`src/rtl/ifq_pkg.sv`:
```
// rtl/ifq_pkg.sv - shared types and width helpers for the instruction fetch queue
package ifq_pkg;

    localparam int IFQ_WORD_W      = 32;
    localparam int IFQ_DEPTH_DEF   = 4;
    localparam int IFQ_MAX_OUT_DEF = 2;

    typedef logic [IFQ_WORD_W-1:0] word_t;

    typedef struct packed {
        word_t inst;
        word_t pc;
    } ifq_entry_t;

    localparam int IFQ_ENTRY_W = $bits(ifq_entry_t);

    function automatic int ifq_ptr_w(input int depth);
        return $clog2(depth);
    endfunction

    // Counts hold 0..depth inclusive, so they need one bit more than a pointer
    function automatic int ifq_cnt_w(input int depth);
        return $clog2(depth) + 1;
    endfunction

endpackage

```
`src/rtl/ifq_fifo.sv`:
```
// rtl/ifq_fifo.sv - power-of-two FIFO with occupancy count and synchronous flush
module ifq_fifo
    import ifq_pkg::*;
#(
    parameter int WIDTH = 32,
    parameter int DEPTH = 4
) (
    input  logic                        clk,
    input  logic                        rst_n,
    input  logic                        i_flush,
    input  logic                        i_push,
    input  logic [WIDTH-1:0]            i_data,
    input  logic                        i_pop,
    output logic [WIDTH-1:0]            o_data,
    output logic                        o_empty,
    output logic                        o_full,
    output logic [ifq_cnt_w(DEPTH)-1:0] o_count
);

    localparam int PTR_W = ifq_ptr_w(DEPTH);
    localparam int CNT_W = ifq_cnt_w(DEPTH);

    logic [WIDTH-1:0] r_mem [DEPTH];
    logic [PTR_W-1:0] r_wr_ptr;
    logic [PTR_W-1:0] r_rd_ptr;
    logic [CNT_W-1:0] r_count;
    logic             w_do_push;
    logic             w_do_pop;

    assign o_empty   = (r_count == '0);
    assign o_full    = (r_count == CNT_W'(DEPTH));
    assign o_count   = r_count;
    assign o_data    = r_mem[r_rd_ptr];
    assign w_do_pop  = i_pop & ~o_empty;
    assign w_do_push = i_push & (~o_full | w_do_pop);

    // Storage is cleared on reset so the head reads as zero while empty after reset
    always_ff @(posedge clk or negedge rst_n) begin
        if (!rst_n) begin
            for (int i = 0; i < DEPTH; i++) begin
                r_mem[i] <= '0;
            end
            r_wr_ptr <= '0;
            r_rd_ptr <= '0;
            r_count  <= '0;
        end else if (i_flush) begin
            r_wr_ptr <= '0;
            r_rd_ptr <= '0;
            r_count  <= '0;
        end else begin
            if (w_do_push) begin
                r_mem[r_wr_ptr] <= i_data;
                r_wr_ptr        <= r_wr_ptr + 1'b1;
            end
            if (w_do_pop) begin
                r_rd_ptr <= r_rd_ptr + 1'b1;
            end
            r_count <= r_count + CNT_W'(w_do_push) - CNT_W'(w_do_pop);
        end
    end

endmodule

```
`src/rtl/inst_fetch_queue.sv`:
```
// rtl/inst_fetch_queue.sv - credit-based instruction fetch queue; IFQ_PERF_CNT_EN adds perf counters
module inst_fetch_queue
    import ifq_pkg::*;
#(
    parameter int DEPTH   = IFQ_DEPTH_DEF,
    parameter int MAX_OUT = IFQ_MAX_OUT_DEF
) (
    input  logic        clk,
    input  logic        rst_n,
`ifdef IFQ_PERF_CNT_EN
    output logic [31:0] perf_fetch,
    output logic [31:0] perf_stall,
`endif
    input  word_t       pc,
    output logic        pc_en,
    input  logic        redirect,
    output logic        imem_req_valid,
    output word_t       imem_req_addr,
    input  logic        imem_req_ready,
    input  logic        imem_rsp_valid,
    input  word_t       imem_rsp_data,
    output logic        out_valid,
    output word_t       out_inst,
    output word_t       out_pc,
    input  logic        out_ready
);

    localparam int CNT_W    = ifq_cnt_w(DEPTH);
    localparam int AF_DEPTH = (MAX_OUT < 2) ? 2 : MAX_OUT;
    localparam int AF_CNT_W = ifq_cnt_w(AF_DEPTH);
    localparam int SUM_W    = CNT_W + 2;

    logic                w_fire;
    logic                w_q_pop;
    logic                w_q_empty;
    logic                w_q_full;
    logic [CNT_W-1:0]    w_q_count;
    logic                w_af_empty;
    logic                w_af_full;
    logic [AF_CNT_W-1:0] w_af_count;
    word_t               w_af_addr;
    ifq_entry_t          w_head;
    ifq_entry_t          w_push_entry;
    logic [SUM_W-1:0]    w_credit;
    logic                w_drop_pending;
    logic                w_rsp_consume;
    logic                w_rsp_accept;
    logic [SUM_W-1:0]    w_drop_next;
    logic [CNT_W-1:0]    r_drop_cnt;

    // Credit covers queued, in-flight and to-be-dropped responses, so every accepted response has a slot
    assign w_credit       = SUM_W'(w_q_count) + SUM_W'(w_af_count) + SUM_W'(r_drop_cnt);
    assign imem_req_valid = rst_n & ~redirect
                          & (w_af_count < AF_CNT_W'(MAX_OUT))
                          & (w_credit < SUM_W'(DEPTH));
    assign imem_req_addr  = pc;
    assign w_fire         = imem_req_valid & imem_req_ready;
    assign pc_en          = rst_n & (w_fire | redirect);

    assign w_drop_pending = (r_drop_cnt != '0);
    assign w_rsp_consume  = imem_rsp_valid & (w_drop_pending | ~w_af_empty);
    assign w_rsp_accept   = imem_rsp_valid & ~redirect & ~w_drop_pending & ~w_af_empty;
    assign w_push_entry   = '{inst: imem_rsp_data, pc: w_af_addr};

    assign out_valid      = ~w_q_empty;
    assign out_inst       = w_head.inst;
    assign out_pc         = w_head.pc;
    assign w_q_pop        = out_valid & out_ready & ~redirect;

    ifq_fifo #(
        .WIDTH (IFQ_WORD_W),
        .DEPTH (AF_DEPTH)
    ) u_addr_fifo (
        .clk     (clk),
        .rst_n   (rst_n),
        .i_flush (redirect),
        .i_push  (w_fire),
        .i_data  (pc),
        .i_pop   (w_rsp_accept),
        .o_data  (w_af_addr),
        .o_empty (w_af_empty),
        .o_full  (w_af_full),
        .o_count (w_af_count)
    );

    ifq_fifo #(
        .WIDTH (IFQ_ENTRY_W),
        .DEPTH (DEPTH)
    ) u_inst_fifo (
        .clk     (clk),
        .rst_n   (rst_n),
        .i_flush (redirect),
        .i_push  (w_rsp_accept),
        .i_data  (w_push_entry),
        .i_pop   (w_q_pop),
        .o_data  (w_head),
        .o_empty (w_q_empty),
        .o_full  (w_q_full),
        .o_count (w_q_count)
    );

    // On redirect every older outstanding response must be dropped, less one if it lands this cycle
    always_comb begin
        w_drop_next = SUM_W'(r_drop_cnt);
        if (redirect) begin
            w_drop_next = SUM_W'(r_drop_cnt) + SUM_W'(w_af_count) + SUM_W'(w_fire)
                        - SUM_W'(w_rsp_consume);
        end else if (imem_rsp_valid && w_drop_pending) begin
            w_drop_next = SUM_W'(r_drop_cnt) - SUM_W'(1);
        end
    end

    always_ff @(posedge clk or negedge rst_n) begin
        if (!rst_n) begin
            r_drop_cnt <= '0;
        end else begin
            r_drop_cnt <= CNT_W'(w_drop_next);
        end
    end

`ifdef IFQ_PERF_CNT_EN
    always_ff @(posedge clk or negedge rst_n) begin
        if (!rst_n) begin
            perf_fetch <= '0;
            perf_stall <= '0;
        end else begin
            perf_fetch <= perf_fetch + 32'(w_q_pop);
            perf_stall <= perf_stall + 32'(~out_valid);
        end
    end
`endif

    a_rsp_has_slot: assert property (@(posedge clk) disable iff (!rst_n)
        w_rsp_accept |-> !w_q_full);
    a_rsp_expected: assert property (@(posedge clk) disable iff (!rst_n)
        imem_rsp_valid |-> (w_drop_pending || !w_af_empty));
    a_fire_has_slot: assert property (@(posedge clk) disable iff (!rst_n)
        w_fire |-> !w_af_full);

endmodule

```
`config.mk`:
```
export PLATFORM = sky130hd
export DESIGN_NAME = inst_fetch_queue
export DESIGN_NICKNAME = d
export VERILOG_FILES = /design/src/rtl/ifq_pkg.sv /design/src/rtl/ifq_fifo.sv /design/src/rtl/inst_fetch_queue.sv
export SDC_FILE = /design/constraint.sdc
export NUM_CORES = 1
export LEC_CHECK = 0
export CORE_MARGIN = 8
export CORE_UTILIZATION = 39
export DETAILED_ROUTE_END_ITERATION = 16
export PLACE_DENSITY = 0.56
export SYNTH_ARGS = -nofsm -noshare
export SYNTH_HDL_FRONTEND = slang
export SYNTH_SLANG_ARGS = --single-unit
```
`constraint.sdc`:
```
create_clock -name clk -period 4.5 [get_ports clk]
set_input_delay 0.675 -clock clk [delete_from_list [all_inputs] [get_ports clk]]
set_output_delay 0.675 -clock clk [all_outputs]
set_load 0.1 [all_outputs]
```
Word-level counts from Yosys, hierarchy flattened
Index checks and enable logic that the tools add are counted.

storage, ports and cells
  register bits after elaboration = 334
  input bits = 70
  output and inout port bits = 99
  logic and storage cells = 103

operators by class
  $add $sub $neg = 14
  order comparisons = 8
  equal/unequal tests = 2
  multiplexer cells = 24
  bitwise gates (word level) = 29
  reductions and logical operators = 13

operators with widths
  operator             number
  $bwmux 256           1
  $mux 64              3
  $bmux 64 s2          1
  $demux 64 s2         1
  $mux 32              4
  $bwmux 64            1
  $demux 32 s1         1
  $and 1x1->1          15
  $mux 2               5
  $reduce_bool 2->1    5
  $mux 3               3
  $add 3x1->3          2
  $ge 3x3->1 const B   2
  $not 1->1            6
  $not 2->3            2
  $sub 3x1->3          2
  $add 4x3->5          1
  $lt 5x3->1 const B   1
  $add 2x1->2 const B  2
  $add 3x2->4          1
  $ge 2x2->1 const B   2
  $mux 1               4
  $not 1->2            2
  $or 1x1->1           4
  15 further kinds     19

Longest topological paths before layout
  depth after elaboration = 10
  depth in mapped cells = 13
  mapped depth without buffers = 13

Cells and area by module
A second synthesis with hierarchy kept.

second synthesis, totals
  cells, all modules = 949
  area total of the unflattened synthesis = 16062.9 µm²

by module, submodules not included
  module                   times used  cells an instance  area each (µm²)  sequential area each (µm²)
  ifq_fifo at u_inst_fifo  1           665                12221.7          6581.3
  ifq_fifo at u_addr_fifo  1           195                3106.7           1701.6
  inst_fetch_queue         1           89                 734.5            75.1

Worst setup path before layout
OpenSTA, ideal clock, no wires.

  path kind = flip-flop to output port
  start point = register u_addr_fifo.r_count[1] (netlist: u_addr_fifo.o_count[1])
  end point = output port imem_req_valid
  arrival time = 3.234 ns
  data required time = 3.825 ns
  setup slack = 0.591 ns
  stages on the path, launching flop included = 8
  buffers on the path = 0
  path through = dfrtp_1 inv_1 fa_1 nor2_1 fa_1 nor4b_4 inv_1 nor2_1

between the ends
  cells in the longest elaborated chain, start to end = 4
  elaborated cells on any way between the ends = 6
  those cells by class = add/sub: 2; order compare: 2; bitwise: 2

ends and longest elaborated chain
  element                 RTL line                source
  start, declared         ifq_fifo.sv:26          logic [CNT_W-1:0] r_count;
  start signal, assigned  ifq_fifo.sv:58          r_count <= r_count + CNT_W'(w_do_push) - CNT_W'(w_do_pop);
  $add 3x2->4             inst_fetch_queue.sv:52  assign w_credit = SUM_W'(w_q_count) + SUM_W'(w_af_count) + SUM_W'(r_drop_cnt);
  $add 4x3->5             inst_fetch_queue.sv:52
  $lt 5x3->1              inst_fetch_queue.sv:55  & (w_credit < SUM_W'(DEPTH));
  $and 1x1->1 (*)         inst_fetch_queue.sv:55
  end, declared           inst_fetch_queue.sv:17  output logic imem_req_valid,

Mark *: on every way between the ends. The rest lies on a longest branch, timed or not.

Final worst setup path
  start point = register u_addr_fifo.r_count[1] (netlist: u_addr_fifo.o_count[1])
  end point = output port pc_en

between the ends
  cells in the longest elaborated chain, start to end = 7
  elaborated cells on any way between the ends = 9
  those cells by class = add/sub: 2; order compare: 2; bitwise: 5

ends and longest elaborated chain
  element          RTL line                source
  $add 3x2->4      inst_fetch_queue.sv:52
  $add 4x3->5      inst_fetch_queue.sv:52
  $lt 5x3->1       inst_fetch_queue.sv:55
  $and 1x1->1 (*)  inst_fetch_queue.sv:55
  $and 1x1->1 (*)  inst_fetch_queue.sv:57  assign w_fire = imem_req_valid & imem_req_ready;
  $or 1x1->1 (*)   inst_fetch_queue.sv:58  assign pc_en = rst_n & (w_fire | redirect);
  $and 1x1->1 (*)  inst_fetch_queue.sv:58
  end, declared    inst_fetch_queue.sv:15  output logic pc_en,

Marked as above.

==> qor.yml <==
cts_tree: "built"
cp.required_ns: 3.83
gp_congestion: 0.722
timing.rr.end: "r_drop_cnt[2]"
ctsHoldBuffers: 0
numCtsBuffers: 39
grt_overflow: 0
drtAntennaViolNets: 0
status: "finished, final reports clean"
yosys_warnings: 0
worstSetupEndpointType: "primary output"
synth_fp_nets: 1168
critPathMaxFanout: 5
first_pass_iters: 4
post-route-period-util: 0.907
start_util: 0.397
clockBufferDepth: 3
wl_per_cell_um: 19.2
rsz0062_at_grt: "false"
fin_crit_ns: 4.08
syn_avg_cell_area_um2: 14.3
mostFrequentLayoutCell: "dfrtp_1"
ctsResizeCount: 0
setup_viol: 0
maxSlewHeadroom: 0.290
rr_startpoint: "u_addr_fifo.o_count[1]"
grt_pass1_wl_mm: 55.4
drcViolationCount: 0
cts_setup_buffers: 0
synth.cell_area_um2: 15400
ir_drop_uv: 263
max_freq_mhz: 245
clk_pin_slew_ns: 0.06
ff2ff_setup_slack_ns: 0.84
r2r_cells: 13
syn_inst: 1078
critPathArrivalTime_ns: 3.40
synth-seq-cells: 334
drv_cap: 0
hold_violations: 0
grt_pass1_vias: 9417
synth_cell_type_count: 40
layout_common_cells: "dfrtp_1, nand2_1, clkdlybuf4s50_1"
clk_latency_ns: 0.56
worstMarginPinSlew_ns: 1.06
vias: 8695
stdcell_area_um2: 18300
totalWireLength_mm: 33.7
nNetsFinal: 1299
slew_viol_final: 0
rows: 72
fin_util: 0.473
grt_use_total: 0.149
drtIter0Drc: 401
ys_seq_area_frac: 0.544
ctsRootBufferMaster: "clkbuf_16"
core_region_area_um2: 38700
area_growth_pct: 19.4
die_h_um: 214
via_per_inst: 4.95
setup_tns_ns: 0
cts.sinks: 334
place_area_um2: 17100
die_area_um2: 46000
path_class: "flip-flop to primary output"
drive_gt1_frac: 0.247
ioPinCount: 169
min_path_type: "input pin to asynchronous set/reset pin"
cp-startpoint: "u_addr_fifo.o_count[1]"
dpl.hpwl_mm: 20.9
start_kind: "flip-flop"
die_w_um: 214
portBuffers: 168
antenna_found_initial: 0
leakage_nw: 8.46
crit_end: "pc_en"
async_flop_share: 1.00
ys.flop_type: "dfrtp_1"
grt_max_degree: 84
skew_ns: 0.0119
synth_edf_count: 0
p_per_area_nw_per_um2: 587
htreeDepth: 2
==> cell families (layout without fill, tap and decap cells) <==
group                    count (synthesis)  in the layout  synth area share
other                                    0              1                 0
adder cells (fa/ha/maj)                 20             20            0.0187
buffers and inverters                  115            274            0.0525
multiplexers                           290            290             0.278
XOR/XNOR                                10             10           0.00570
flip-flops                             334            334             0.544
AND/OR/NAND/NOR                        165            165            0.0462
AO/OA/AOI/OAI                          144            144            0.0550
==> metrics by stage <==
| step | hold slack, ns | cells | power (mW) | worst slack, ns |
|---|---|---|---|---|
| finish | 0.0102 | 1756 | 10.8 | 0.420 |
| global route | 0.0328 | 1755 | 11.3 | 0.202 |
| global placement | 0.456 | 1686 | 7.72 | 0.853 |
| CTS | 0.00792 | 1755 | 11.0 | 0.350 |
| detailed placement | 0.465 | 1686 | 7.76 | 0.833 |
| floorplan | 0.379 | 1078 | 6.82 | 0.591 |
==> layer usage <==
layer,wire length [um],GRT usage,up-vias
met4,581,0.0455,0
met3,1420,0.0295,38
li1,-,-,4076
met5,0,0,-
met1,16200,0.206,4429
met2,15500,0.235,152
==> worst max-delay path, stage by stage (launching register included) <==
cell     delay, ns
dfrtp_1       0.47
inv_1         0.12
fa_1          0.60
nor2_1        0.08
fa_1          0.48
nor4b_4       0.29
nand2_2       0.13
nor2_1        0.25
o21a_1        0.15
buf_4         0.28
==> power by group <==
part	switching [mW]	total, mW	internal [mW]
clock	1.26	3.12	1.85
sequential	0.317	3.82	3.51
combinational	2.54	3.83	1.29
==> layout make-up <==
cell class                      count  area (um2)
Antenna cell                        1        2.50
Clock buffer                       62        1170
Clock inverter                      7        93.8
Fill cell                        3497       20400
Inverter                           16        60.1
Multi-Input combinational cell    629        6200
Sequential cell                   334        8370
Tap cell                          518         648
Timing Repair Buffer              189        1790
==> synth_stat cells (2+ instances only) <==
| cell | count | area, um2 |
|---|---|---|
| nor2b_1 | 3 | 18.8 |
| dfrtp_1 | 334 | 8360 |
| inv_1 | 16 | 60.1 |
| xnor2_1 | 5 | 43.8 |
| nand3_1 | 3 | 15.0 |
| mux2_2 | 26 | 293 |
| o21ai_1 | 43 | 215 |
| clkbuf_1 | 19 | 71.3 |
| fa_1 | 5 | 100 |
| buf_1 | 3 | 11.3 |
| ha_1 | 15 | 188 |
| buf_6 | 29 | 327 |
| nand2_1 | 134 | 503 |
| mux2_1 | 81 | 912 |
| a21oi_1 | 2 | 10.0 |
| o21a_1 | 3 | 22.5 |
| nor2_1 | 12 | 45.0 |
| xor2_1 | 5 | 43.8 |
| o21ai_0 | 88 | 440 |
| mux2_4 | 86 | 1290 |
| buf_2 | 9 | 45.0 |
| mux4_2 | 64 | 1440 |
| mux2i_1 | 33 | 330 |
| nand2b_1 | 3 | 18.8 |
| buf_4 | 39 | 293 |
| o2111ai_4 | 4 | 105 |
==> state kept, by name, indices dropped and copies added, names as in the netlist <==
| name | flops |
|---|---|
| u_inst_fifo.r_rd_ptr | 2 |
| r_drop_cnt | 3 |
| u_inst_fifo.r_wr_ptr | 2 |
| u_addr_fifo.r_mem | 64 |
| u_addr_fifo.r_rd_ptr | 1 |
| u_addr_fifo.r_wr_ptr | 1 |
| u_addr_fifo.o_count | 2 |
| u_inst_fifo.r_mem | 256 |
| u_inst_fifo.o_count | 3 |
==> how the worst min path moves through the flow <==
stage,start,slack (ns),cells after the start,end
after floorplan,rst_n,0.38,0,r_drop_cnt[0]
after global placement,u_inst_fifo.r_mem[76],0.46,2,u_inst_fifo.r_mem[76]
after detailed placement,u_inst_fifo.r_mem[26],0.46,2,u_inst_fifo.r_mem[26]
after CTS,rst_n,0.008,1,u_inst_fifo.o_count[2]
after global routing,rst_n,0.03,1,u_inst_fifo.o_count[2]
final,rst_n,0.01,1,u_inst_fifo.o_count[2]
No activity file was read; power rests on OpenSTA's default activity.
